<file path="src/rtl/serial_subtractor.sv">
// Nibble-serial 16-bit subtractor: A - B computed as A + ~B + 1, one nibble per
// BUSY cycle, with result flags registered on the final nibble.
module serial_subtractor (
    input  logic        clk,
    input  logic        rst_n,
    input  logic        in_valid,
    output logic        in_ready,
    input  logic [15:0] A,
    input  logic [15:0] B,
    output logic        out_valid,
    input  logic        out_ready,
    output logic [15:0] Z,
    output logic        borrow,
    output logic        zero,
    output logic        sign,
    output logic        parity,
    output logic        overflow
);

    localparam logic [1:0] IDLE = 2'd0;
    localparam logic [1:0] BUSY = 2'd1;
    localparam logic [1:0] DONE = 2'd2;

    logic [1:0]  state_q, state_d;
    logic [15:0] a_q, a_d;
    logic [15:0] b_q, b_d;
    logic [1:0]  cnt_q, cnt_d;
    logic        carry_q, carry_d;
    logic [15:0] z_q, z_d;
    logic        borrow_q, borrow_d;
    logic        zero_q, zero_d;
    logic        sign_q, sign_d;
    logic        parity_q, parity_d;
    logic        overflow_q, overflow_d;

    logic [3:0]  a_nib, b_nib;
    logic [4:0]  nib_sum;
    logic [15:0] z_upd;

    always_comb begin
        a_nib   = a_q[{cnt_q, 2'b00} +: 4];
        b_nib   = b_q[{cnt_q, 2'b00} +: 4];
        nib_sum = {1'b0, a_nib} + {1'b0, ~b_nib} + {4'b0000, carry_q};
        z_upd   = z_q;
        z_upd[{cnt_q, 2'b00} +: 4] = nib_sum[3:0];
    end

    always_comb begin
        state_d    = state_q;
        a_d        = a_q;
        b_d        = b_q;
        cnt_d      = cnt_q;
        carry_d    = carry_q;
        z_d        = z_q;
        borrow_d   = borrow_q;
        zero_d     = zero_q;
        sign_d     = sign_q;
        parity_d   = parity_q;
        overflow_d = overflow_q;
        case (state_q)
            IDLE: begin
                if (in_valid) begin
                    a_d     = A;
                    b_d     = B;
                    cnt_d   = 2'd0;
                    carry_d = 1'b1;
                    state_d = BUSY;
                end
            end
            BUSY: begin
                z_d     = z_upd;
                carry_d = nib_sum[4];
                cnt_d   = cnt_q + 2'd1;
                // Last nibble: flags see the fully assembled difference.
                if (cnt_q == 2'd3) begin
                    state_d    = DONE;
                    borrow_d   = ~nib_sum[4];
                    zero_d     = ~|z_upd;
                    sign_d     = z_upd[15];
                    parity_d   = ~^z_upd;
                    overflow_d = (a_q[15] & ~b_q[15] & ~z_upd[15]) |
                                 (~a_q[15] & b_q[15] & z_upd[15]);
                end
            end
            DONE: begin
                if (out_ready) state_d = IDLE;
            end
            default: state_d = IDLE;
        endcase
    end

    always_ff @(posedge clk or negedge rst_n) begin
        if (!rst_n) begin
            state_q    <= IDLE;
            a_q        <= 16'h0000;
            b_q        <= 16'h0000;
            cnt_q      <= 2'd0;
            carry_q    <= 1'b0;
            z_q        <= 16'h0000;
            borrow_q   <= 1'b0;
            zero_q     <= 1'b1;
            sign_q     <= 1'b0;
            parity_q   <= 1'b1;
            overflow_q <= 1'b0;
        end else begin
            state_q    <= state_d;
            a_q        <= a_d;
            b_q        <= b_d;
            cnt_q      <= cnt_d;
            carry_q    <= carry_d;
            z_q        <= z_d;
            borrow_q   <= borrow_d;
            zero_q     <= zero_d;
            sign_q     <= sign_d;
            parity_q   <= parity_d;
            overflow_q <= overflow_d;
        end
    end

    assign in_ready  = (state_q == IDLE);
    assign out_valid = (state_q == DONE);
    assign Z         = z_q;
    assign borrow    = borrow_q;
    assign zero      = zero_q;
    assign sign      = sign_q;
    assign parity    = parity_q;
    assign overflow  = overflow_q;

endmodule

</file>
<file path="config.mk">
export PLATFORM = sky130hd
export DESIGN_NAME = serial_subtractor
export DESIGN_NICKNAME = d
export VERILOG_FILES = /design/src/rtl/serial_subtractor.sv
export SDC_FILE = /design/constraint.sdc
export NUM_CORES = 1
export LEC_CHECK = 0
export CORE_ASPECT_RATIO = 0.8
export CORE_MARGIN = 5
export CORE_UTILIZATION = 56
export CTS_CLUSTER_SIZE = 8
export DETAILED_ROUTE_END_ITERATION = 16
export GPL_ROUTABILITY_DRIVEN = 0
export GPL_TIMING_DRIVEN = 0
export PLACE_DENSITY = 0.81
export SLEW_MARGIN = 10
export SYNTH_ARGS = -nofsm -noshare
export SYNTH_HDL_FRONTEND = slang
export SYNTH_SLANG_ARGS = --single-unit
</file>
<file path="constraint.sdc">
create_clock -name clk -period 11.46 [get_ports clk]
set_clock_uncertainty 0.2 [all_clocks]
set_input_delay 1.719 -clock clk [delete_from_list [all_inputs] [get_ports clk]]
set_output_delay 1.719 -clock clk [all_outputs]
set_load 0.05 [all_outputs]
</file>
==> metrics.md, run 1 <==
| Metric | Value |
|---|---|
| Port-buffer cells | a little under 60 |
| Final hold violation count | 0 |
| Most used cell, CP | xnor2_1 |
| Mapped Nets | 373 |
| Part of the Yosys area used for sequential elements | 0.481 |
| Max H-tree Level | 3 |
| Final setup viols | 0 |
| Worst Max-Slew Pin Slew | roughly 0.7 ns |
| Global-route wire length before repair | between 10000 and 15000 um |
| Yosys reg bits | between 50 and 60 |
| DPL Wire Length | around 5200 um |
| Seq pwr share | 0.256 |
| Die W | between 90 and 100 um |
| Crit-path max FO | 10 |
| CP Class | flop to flop |
| CP peak stage delay | ~0.55 ns |
| Area contributors post-synth | dfrtp_1 (46%), nand2_1 (15%), ha_1 (6.6%) |
| Post-synth top flop | dfrtp_1 |
| WP data arrival | 4.36 ns |
| Vias in the first global route | between 2000 and 2500 |
| Tot GR Track Use | 0.224 |
| Most frequent cells after synthesis | nand2_1 (121), dfrtp_1 (56), o21ai_0 (21), ha_1 (16), inv_1 (14) |
| VDD IR max | between 0.15 and 0.2 mV |
| Leak | 0.00180 uW |
| Syn Area/Cell | roughly 9.5 um2 |
| Initial DRC count | about 160 |
| Core Box Area | between 5000 and 6000 um2 |
| # DRC | 0 |
| WL/cell | 15.4 um |
| Max-cap violation count | 0 |
| CP top delay family | XOR/XNOR gates |
| Internal power | just over 700 uW |
| Final wirelength | 7000 um |
| # clock sinks | just under 60 |
| Vias post-DR | ~2400 |
| Root buffer cell | clkbuf_8 |
| Mapped Cells | ~320 |
| Crit path required time | around 12 ns |
| Final global-route overflow total | 0 |
| Yosys warning count | 0 |
| Crit-path slowest cell | mux4_2 |
| Hold bufs inserted after CTS | 0 |
| Crit start category | flop |
| Die Ht | between 70 and 80 um |
| Number of buffers created by CTS | 9 |
| Worst path cell trace | buf_2 > mux4_2 > inv_1 > fa_1 > inv_1 > fa_1 > xor2_1 > a21oi_1 > ha_1 > xnor2_1 > xnor2_1 > xnor2_1 > xnor2_1 > xnor2_1 > o21ai_1 |
| Ports | roughly 60 |
| Largest net degree at the start of global routing | 59 |
| Initial antenna violation count | 0 |
| Buf/Inv on CP | 3 |
| CTS clk-pin slew, worst paths | approximately 0.070 ns |
| Gate power share | 0.622 |
| Number of synthesized flops with an enable pin | 0 |
| CP Capture Type | flop |
| Fin crit share | 0.376 |
| Fin crit period | around 4.3 ns |
| Die ar. | 6980 um2 |
| Top-count cell post-synth | nand2_1 |
| Layout area overhead | 27.3% |
| Setup TNS | 0 ns |
| NetSw | 647 uW |
| Number of diodes | 0 |
| Status | completed |
| Post-DR vias/cell | between 5 and 6 |
| CTS tree | built |
| Initial DRT Pass Iterations | 4 |
| Max Clk Rate | ~230 MHz |
| Cts repair resizes | 0 |
| Top cell type's share of synthesized area | 0.464 |
| Clock power frac | 0.122 |
| Fin nets | between 400 and 500 |
| Area leader, netlist | dfrtp_1 |
| Worst rel slew slack | 0.527 |
| Share of layout cells above drive strength 1 | 0.0816 |
| Post-CTS Setup Inserts | 0 |
| Power density cells | between 300 and 400 nW/um2 |
| Clk buf depth | 2 |
| Cell variety after synth | 34 |
| Synth async-reset ratio | 1.00 |
| ANT nets after route | 0 |
| Synthesized area | between 3000 and 4000 um2 |
| Max-slew violations | 0 |
| RSZ-0062 raised after global routing | false |
| Number of core rows | 23 |
| Worst-skew pair later-pin latency | between 0.3 and 0.4 ns |
| Initial core utilization | 0.590 |
| Worst min-delay path class | flop to flop |
| Overall power | ~1400 uW |
| Sw frac | 0.477 |
-- layout make-up --
type                            count  area (um2)
Buffer                             13        50.0
Clock buffer                       12         155
Clock inverter                      3        15.0
Fill cell                         376        1270
Inverter                           15        56.3
Multi-Input combinational cell    233        1460
Sequential cell                    58        1450
Tap cell                           62        77.6
Timing Repair Buffer               58         578
-- power by group through the flow --
stage / combinational, uW / sequential, uW / clock, uW
floorplan: 533 / 412 / 0
global placement: 812 / 345 / 0
detailed placement: 838 / 350 / 0
CTS: 845 / 346 / 169
global route: 925 / 359 / 178
finish: 844 / 347 / 166
-- layout by cell type (no fill, tap or decap), types with 4 or more instances in the layout --
cell	count
clkbuf_8	11
nand2_1	121
ha_1	16
dfrtp_1	56
nor2b_1	13
a21oi_1	9
clkbuf_1	13
inv_1	14
o21ai_0	21
o21ai_1	4
xnor2_1	6
mux4_2	8
a22oi_1	7
clkdlybuf4s50_1	57
-- metal layers --
layer / global-route usage / vias up / routed length, um
li1: - / 1189 / -
met1: 0.303 / 1154 / 3210
met2: 0.357 / 82 / 3200
met3: 0.0750 / 6 / 531
met4: 0.0560 / 0 / 65
met5: 0 / - / 0
-- registers in the layout, summed over array words and instances (netlist names) --
name,flops
b_q,16
zero,1
state_q,2
Z,16
parity,1
cnt_q,2
sign,1
borrow,1
a_q,16
overflow,1
carry_q,1
-- final timing paths --
| kind | start | to | slack (ns) | cells after the start |
|---|---|---|---|---|
| worst max-delay path | cnt_q[0] | parity | 7.16 | 15 |
| worst min-delay path | zero | zero | 0.26 | 2 |
| worst max register to register | cnt_q[0] | parity | 7.16 | 15 |
| worst min register to register | zero | zero | 0.26 | 2 |
| max in group asynchronous | rst_n | a_q[12] | 9.36 | 1 |
| min in group asynchronous | rst_n | b_q[6] | 1.23 | 1 |
-- worst reg2reg max path, cell delays in order, from the launching register on --
cell     delay, ns
dfrtp_1       0.47
buf_2         0.36
mux4_2        0.56
inv_1         0.11
fa_1          0.20
inv_1         0.06
fa_1          0.39
xor2_1        0.43
a21oi_1       0.17
ha_1          0.33
xnor2_1       0.21
xnor2_1       0.16
xnor2_1       0.16
xnor2_1       0.18
xnor2_1       0.15
o21ai_1       0.08
-- through the flow --
step                      utilization  hold WS [ns]  setup slack (ns)  instances  instance area [um2]
after floorplan                     -         0.240              7.71        319                 3020
after global placement          0.719         0.250              6.70        439                 3680
after detailed placement        0.718         0.257              7.18        439                 3680
after CTS                       0.751         0.268              7.14        454                 3850
after global routing            0.751         0.290              6.84        454                 3850
final                           0.751         0.263              7.16        454                 3850
-- cells by family (layout without fill, tap and decap cells) --
family                   count (synthesis)  after routing  share of synthesized area
AND/OR/NAND/NOR                        149            149                      0.214
flip-flops                              58             58                      0.481
AO/OA/AOI/OAI                           47             47                     0.0977
buffers and inverters                   28            101                     0.0352
adder cells (fa/ha/maj)                 18             18                     0.0795
multiplexers                            10             10                     0.0666
XOR/XNOR                                 9              9                     0.0261
Power figures use the tool's default switching activity.
==> run 2, diff against run 1 <==
--- a/config.mk
+++ b/config.mk
@@ -7,12 +7,12 @@
 export LEC_CHECK = 0
 export CORE_ASPECT_RATIO = 0.8
 export CORE_MARGIN = 5
-export CORE_UTILIZATION = 56
+export CORE_UTILIZATION = 47
 export CTS_CLUSTER_SIZE = 8
 export DETAILED_ROUTE_END_ITERATION = 16
 export GPL_ROUTABILITY_DRIVEN = 0
 export GPL_TIMING_DRIVEN = 0
-export PLACE_DENSITY = 0.81
+export PLACE_DENSITY = 0.72
 export SLEW_MARGIN = 10
 export SYNTH_ARGS = -nofsm -noshare
 export SYNTH_HDL_FRONTEND = slang
==> constraint.sdc (replaced) <==
create_clock -name clk -period 3.6 [get_ports clk]
set_clock_uncertainty 0.2 [all_clocks]
set_input_delay 0.54 -clock clk [delete_from_list [all_inputs] [get_ports clk]]
set_output_delay 0.54 -clock clk [all_outputs]
set_load 0.05 [all_outputs]
==> run 2 against run 1 <==
  * The flow now finishes with violations (negative setup slack)
  * Final area rose by 8.4%
  * Sequential share of layout area fell by 2.9 points
  * Worst setup slack lost 7.2 ns
  * Critical path depth decreased by 2
  * Global-route usage down 1.9 points
  * Die area rose by 17%
  * Final cell count rose by 8.1%
  * Worst hold slack worse by 0.22 ns
  * Clock-buffer cell count decreased by 1
  * Via count rose by 4.2%
  * Core utilization is 9.0 points lower
  * Critical path type unchanged
  * Critical endpoint unchanged
==> metrics.md, run 2 (synthesis gave the netlist of run 1 again) <==
| Metric | Value |
|---|---|
| Placed cells | 461 (+5.0%) |
| Max Used Layer | met4 |
| Crit start category | flop |
| Final wirelength | 7590 um (+8.4%) |
| Met1 wire length | 3410 um (+6.4%) |
| Failing checks | negative setup slack |
| Worst reg2reg path depth | 13 (-2) |
| Fin crit share | 1.02 (+0.647) |
| Fin crit period | 3.68 ns (-0.623 ns) |
| Die Ht | 81.7 um (+7.9%) |
| Number of buffers created by CTS | 9 (unchanged) |
| Layout area overhead | 38.0% |
| Ports | 59 (unchanged) |
| Clk buf depth | 2 (unchanged) |
| Dpl ws | -0.531 ns (-7.71 ns) |
| Largest net degree at the start of global routing | 59 (unchanged) |
| Commonest non-fill, non-tap cell in the layout | nand2_1 |
| Vias in the first global route | 2543 (+4.2%) |
| # DRC | 0 (unchanged) |
| Root buffer cell | clkbuf_8 |
| Most frequent cells in the layout | nand2_1 (121), clkdlybuf4s50_1 (57), dfrtp_1 (55) |
| Vias post-DR | 2534 (+4.2%) |
| Core Box Area | 6310 um2 (+23%) |
| Worst min-delay path class | input port to async pin |
| Worst path cell trace | buf_12 > mux4_2 > fa_2 > inv_2 > fa_2 > a22oi_2 > ha_1 > xor2_1 > xnor2_1 > xnor2_1 > xnor2_1 > xnor2_1 > o21ai_1 |
| Fin cells | 491 (+8.1%) |
| Initial DRT Pass Iterations | 4 (unchanged) |
| Final hold violation count | 0 (unchanged) |
| Crit-path slowest cell | mux4_2 |
| Global-route wire length before repair | 12700 um (+8.0%) |
| Initial DRC count | 178 (+14%) |
| Die ar. | 8150 um2 (+17%) |
| Initial core utilization | 0.479 (-0.111) |
| ANT nets after route | 0 (unchanged) |
| # clock sinks | 58 (unchanged) |
| Max-slew violations | 0 (unchanged) |
| Die W | 99.7 um (+8.2%) |
| Crit-path max FO | 8 (-2) |
| WL/cell | 15.5 um (+0.24%) |
| Setup ws final | -0.0804 ns (-7.24 ns) |
| Max Clk Rate | 272 MHz (+17%) |
| WP data arrival | 3.75 ns (-0.61 ns) |
| CTS tree | built |
| Hold bufs inserted after CTS | 0 (unchanged) |
| DPL Wire Length | 5140 um (-0.40%) |
| Final setup viols | 1 (+1) |
| Worst-skew pair later-pin latency | 0.35 ns (about the same) |
| Wire length on met3 | 517 um (-2.6%) |
| Worst rel slew slack | 0.520 (-0.00752) |
| CP Capture Type | flop |
| Number of core rows | 26 (+13%) |
| Worst Max-Slew Pin Slew | 0.720 ns (+0.0113 ns) |
| Post-DR vias/cell | 5.16 (-3.6%) |
| Most used cell, CP | xnor2_1 |
| Status | complete, but fails checks |
| Final core occ | 0.661 (-0.0904) |
| Share of layout cells above drive strength 1 | 0.177 (+0.0953) |
| WL met2 | 3510 um (+9.8%) |
| CP Class | flop to flop |
| Max-cap violation count | 0 (unchanged) |
| Tot GR Track Use | 0.205 (-0.0187) |
| Max H-tree Level | 3 (unchanged) |
| Fin nets | 456 (+3.2%) |
| Final global-route overflow total | 0 (unchanged) |
| RSZ-0062 raised after global routing | true |
| CTS clk-pin slew, worst paths | 0.07 ns (about the same) |
| Crit path required time | 3.67 ns (-7.85 ns) |
| Initial antenna violation count | 0 (unchanged) |
| Port-buffer cells | 58 (unchanged) |
| Number of diodes | 0 (unchanged) |
| CP peak stage delay | 0.53 ns (-0.02 ns) |
[run 2: timing repair]
action,4_1_cts,5_1_grt
endpoints found under the setup margin,2,1
gates resized for setup,24,6
pin swaps,16,15
setup buffers,8,6
hold endpoints to repair,0,0
[run 2: cell type report]
cell class,instances,area (um2)
Buffer,13,68.8
Clock buffer,11,151
Clock inverter,5,52.6
Fill cell,496,2140
Inverter,15,56.3
Multi-Input combinational cell,233,1600
Sequential cell,58,1460
Tap cell,84,105
Timing Repair Buffer,72,683
[run 2: worst paths after layout]
| path | start | endpoint | slack, ns |
|---|---|---|---|
| hold / removal | rst_n | b_q[6] | 0.04 |
| hold reg to reg | parity | parity | 0.27 |
| setup / recovery | cnt_q[0] | parity | -0.08 |
| setup reg to reg | cnt_q[0] | parity | -0.08 |
| min in group clk | parity | parity | 0.27 |
| max in group asynchronous | rst_n | cnt_q[0] | 2.65 |
[run 2: critical path, delay by kind of cell (launching register included)]
kind            cells  cell delay, ns
flops               1            0.39
compound gates      2            0.26
fa+ha+maj           3            1.18
buf+inv             2            0.20
mux                 1            0.53
xor+xnor            5            0.85
[run 2: through the flow]
stage               setup TNS (ns)  hold WS [ns]  area, um2
global placement             -2.15         0.253       3720
floorplan                        0        0.0444       3030
finish                     -0.0804        0.0403       4170
detailed placement          -0.704         0.257       3720
CTS                        -0.0493        0.0733       4080
global route                -0.263         0.104       4170
[run 2: routing by layer]
metal | track usage | up-vias
li1 | - | 1225
met1 | 0.279 | 1216
met2 | 0.307 | 84
met3 | 0.0722 | 9
met4 | 0.0709 | 0
met5 | 0 | -
Power of run 2 is not shown: default switching activity piles up to over one toggle a cycle in this logic, so the estimate is an artifact.
==> run 3, diff against run 2 <==
--- a/config.mk
+++ b/config.mk
@@ -5,14 +5,17 @@
 export SDC_FILE = /design/constraint.sdc
 export NUM_CORES = 1
 export LEC_CHECK = 0
+export CELL_PAD_IN_SITES_DETAIL_PLACEMENT = 0
+export CELL_PAD_IN_SITES_GLOBAL_PLACEMENT = 1
 export CORE_ASPECT_RATIO = 0.8
 export CORE_MARGIN = 5
-export CORE_UTILIZATION = 47
+export CORE_UTILIZATION = 35
 export CTS_CLUSTER_SIZE = 8
 export DETAILED_ROUTE_END_ITERATION = 16
 export GPL_ROUTABILITY_DRIVEN = 0
 export GPL_TIMING_DRIVEN = 0
-export PLACE_DENSITY = 0.72
+export PLACE_DENSITY = 0.71
+export SKIP_CTS_REPAIR_TIMING = 1
 export SLEW_MARGIN = 10
 export SYNTH_ARGS = -nofsm -noshare
 export SYNTH_HDL_FRONTEND = slang
==> run 3 against run 2 <==
  * The flow still finishes with violations (negative setup slack)
  * Fmax down 2.5%
  * Non-clock buffer count fell by 7
  * Final cell count grew 4.3%
  * Worst setup slack got worse by 0.093 ns
  * Global-route usage shrank 5.0 points
  * Wire length is 1.2% higher
==> metrics.md, run 3 (synthesis gave the netlist of run 1 again) <==
| Metric | Value |
|---|---|
| Initial DRT Pass Iterations | 4 (unchanged) |
| CP top delay family | XOR/XNOR gates |
| Final hold violation count | 0 (unchanged) |
| Crit-path max FO | 10 (+2) |
| Setup TNS | -0.173 ns (-0.0930 ns) |
| Initial core utilization | 0.358 (-0.121) |
| WP data arrival | 3.85 ns (+0.10 ns) |
| Most frequent cells in the layout | nand2_1 (121), clkdlybuf4s50_1 (57), dfrtp_1 (55) |
| Fin nets | 449 (-1.5%) |
| Share of layout cells above drive strength 1 | 0.140 (-0.0369) |
| Worst-skew pair later-pin latency | 0.35 ns (about the same) |
| Max H-tree Level | 3 (unchanged) |
| Fin crit period | 3.77 ns (+0.0930 ns) |
| Fin cells | 512 (+4.3%) |
| Placed cells | 489 (+6.1%) |
| Worst Max-Slew Pin Slew | 0.743 ns (+0.0231 ns) |
| DPL Wire Length | 5440 um (+5.8%) |
| # clock sinks | 58 (unchanged) |
| Crit-path slowest cell | mux4_2 |
| Clk buf depth | 2 (unchanged) |
| Number of core rows | 30 (+15%) |
| CP Class | flop to flop |
| Tot GR Track Use | 0.156 (-0.0498) |
| Core Box Area | 8450 um2 (+34%) |
| CP peak stage delay | 0.54 ns (about the same) |
| CTS clk-pin slew, worst paths | 0.07 ns (about the same) |
| Worst min-delay path class | input port to async pin |
| Number of buffers created by CTS | 9 (unchanged) |
| FF-to-FF End | parity |
| Worst path depth | 15 (+2) |
| Worst reg2reg path depth | 15 (+2) |
| Worst rel slew slack | 0.505 (-0.0154) |
| Ports | 59 (unchanged) |
| Die ar. | 10600 um2 (+30%) |
| CTS tree | built |
| Global-route wire length before repair | 12600 um (-0.38%) |
| Crit path required time | 3.67 ns (about the same) |
| Final wirelength | 7680 um (+1.2%) |
| Final setup viols | 1 (unchanged) |
| Fin crit share | 1.05 (+0.0258) |
| Worst path cell trace | buf_12 > mux4_2 > ha_1 > nor2b_1 > o21ai_2 > nor3b_4 > nor2_4 > a22oi_2 > ha_1 > xor2_1 > xnor2_1 > xnor2_1 > xnor2_1 > xnor2_1 > o21ai_1 |
| Fillers | 795 (+60%) |
| Commonest non-fill, non-tap cell in the layout | nand2_1 |
| Initial antenna violation count | 0 (unchanged) |
| Crit start category | flop |
| Max-cap violation count | 0 (unchanged) |
| Failing checks | negative setup slack |
| Layout area overhead | 36.1% |
| Port-buffer cells | 58 (unchanged) |
| R2r setup slk | -0.17 ns (-0.09 ns) |
| # DRC | 0 (unchanged) |
| ANT nets after route | 0 (unchanged) |
| Status | complete, but fails checks |
| WL/cell | 15.0 um (-3.0%) |
| Number of diodes | 0 (unchanged) |
| Root buffer cell | clkbuf_8 |
| Initial DRC count | 197 (+11%) |
| Max Clk Rate | 265 MHz (-2.5%) |
| Most used cell, CP | xnor2_1 |
| Final global-route overflow total | 0 (unchanged) |
| Max-slew violations | 0 (unchanged) |
| Die Ht | 93.1 um (+14%) |
| Largest net degree at the start of global routing | 59 (unchanged) |
| Buf/Inv on CP | 1 (-1) |
| CP Capture Type | flop |
| Worst r2r src | cnt_q[0] |
| Die W | 114 um (+14%) |
| Vias post-DR | 2421 (-4.5%) |
| Vias in the first global route | 2472 (-2.8%) |
| RSZ-0062 raised after global routing | true |
| Post-DR vias/cell | 4.73 (-8.4%) |
| Setup ws final | -0.173 ns (-0.0930 ns) |
[run 3: cell count changes in the layout (fill, tap and decap cells not counted), moves of 2 or more]
cell,before,now
a21oi_1,4,6
buf_4,15,8
inv_2,4,2
inv_1,11,13
clkbuf_8,11,9
ha_1,13,16
ha_4,3,0
a21oi_2,5,3
[run 3: how the worst max path moves through the flow]
stage | start | to | slack, ns
2_1_floorplan | cnt_q[0] | parity | 0.03
3_3_place_gp | cnt_q[1] | parity | -0.66
3_5_place_dp | cnt_q[1] | parity | -0.68
4_1_cts | cnt_q[1] | parity | -0.70
5_1_grt | cnt_q[0] | parity | -0.33
6_report | cnt_q[0] | parity | -0.17
[run 3: area by class of cell]
type / instances / area (um2) / share of cell area
buffer: 13 / 68.8 / 0.0167
clock buffer: 9 / 124 / 0.0301
clock inverter: 7 / 93.8 / 0.0228
inverter: 15 / 56.3 / 0.0137
multi-input combinational: 233 / 1540 / 0.375
sequential: 58 / 1460 / 0.354
tap: 112 / 140 / 0.0341
timing repair buffer: 65 / 631 / 0.153
[run 3: stage by stage]
stage          hold WS, ns  worst slack, ns  instance area (um2)  utilization
3_5_place_dp         0.254           -0.679                 3750        0.444
5_1_grt              0.103           -0.334                 4110        0.487
6_report            0.0448           -0.173                 4110        0.487
4_1_cts             0.0723           -0.704                 3970        0.470
2_1_floorplan       0.0444           0.0310                 3030            -
3_3_place_gp         0.251           -0.662                 3750        0.444
[run 3: per-layer routing]
layer  vias to the layer above  routed length [um]  GRT usage
met1                      1148                3920      0.227
met3                         9                 404     0.0511
met5                         -                   0          0
li1                       1210                   -          -
met2                        54                3240      0.215
met4                         0                 116     0.0534
Power of run 3 is left out for the same reason.
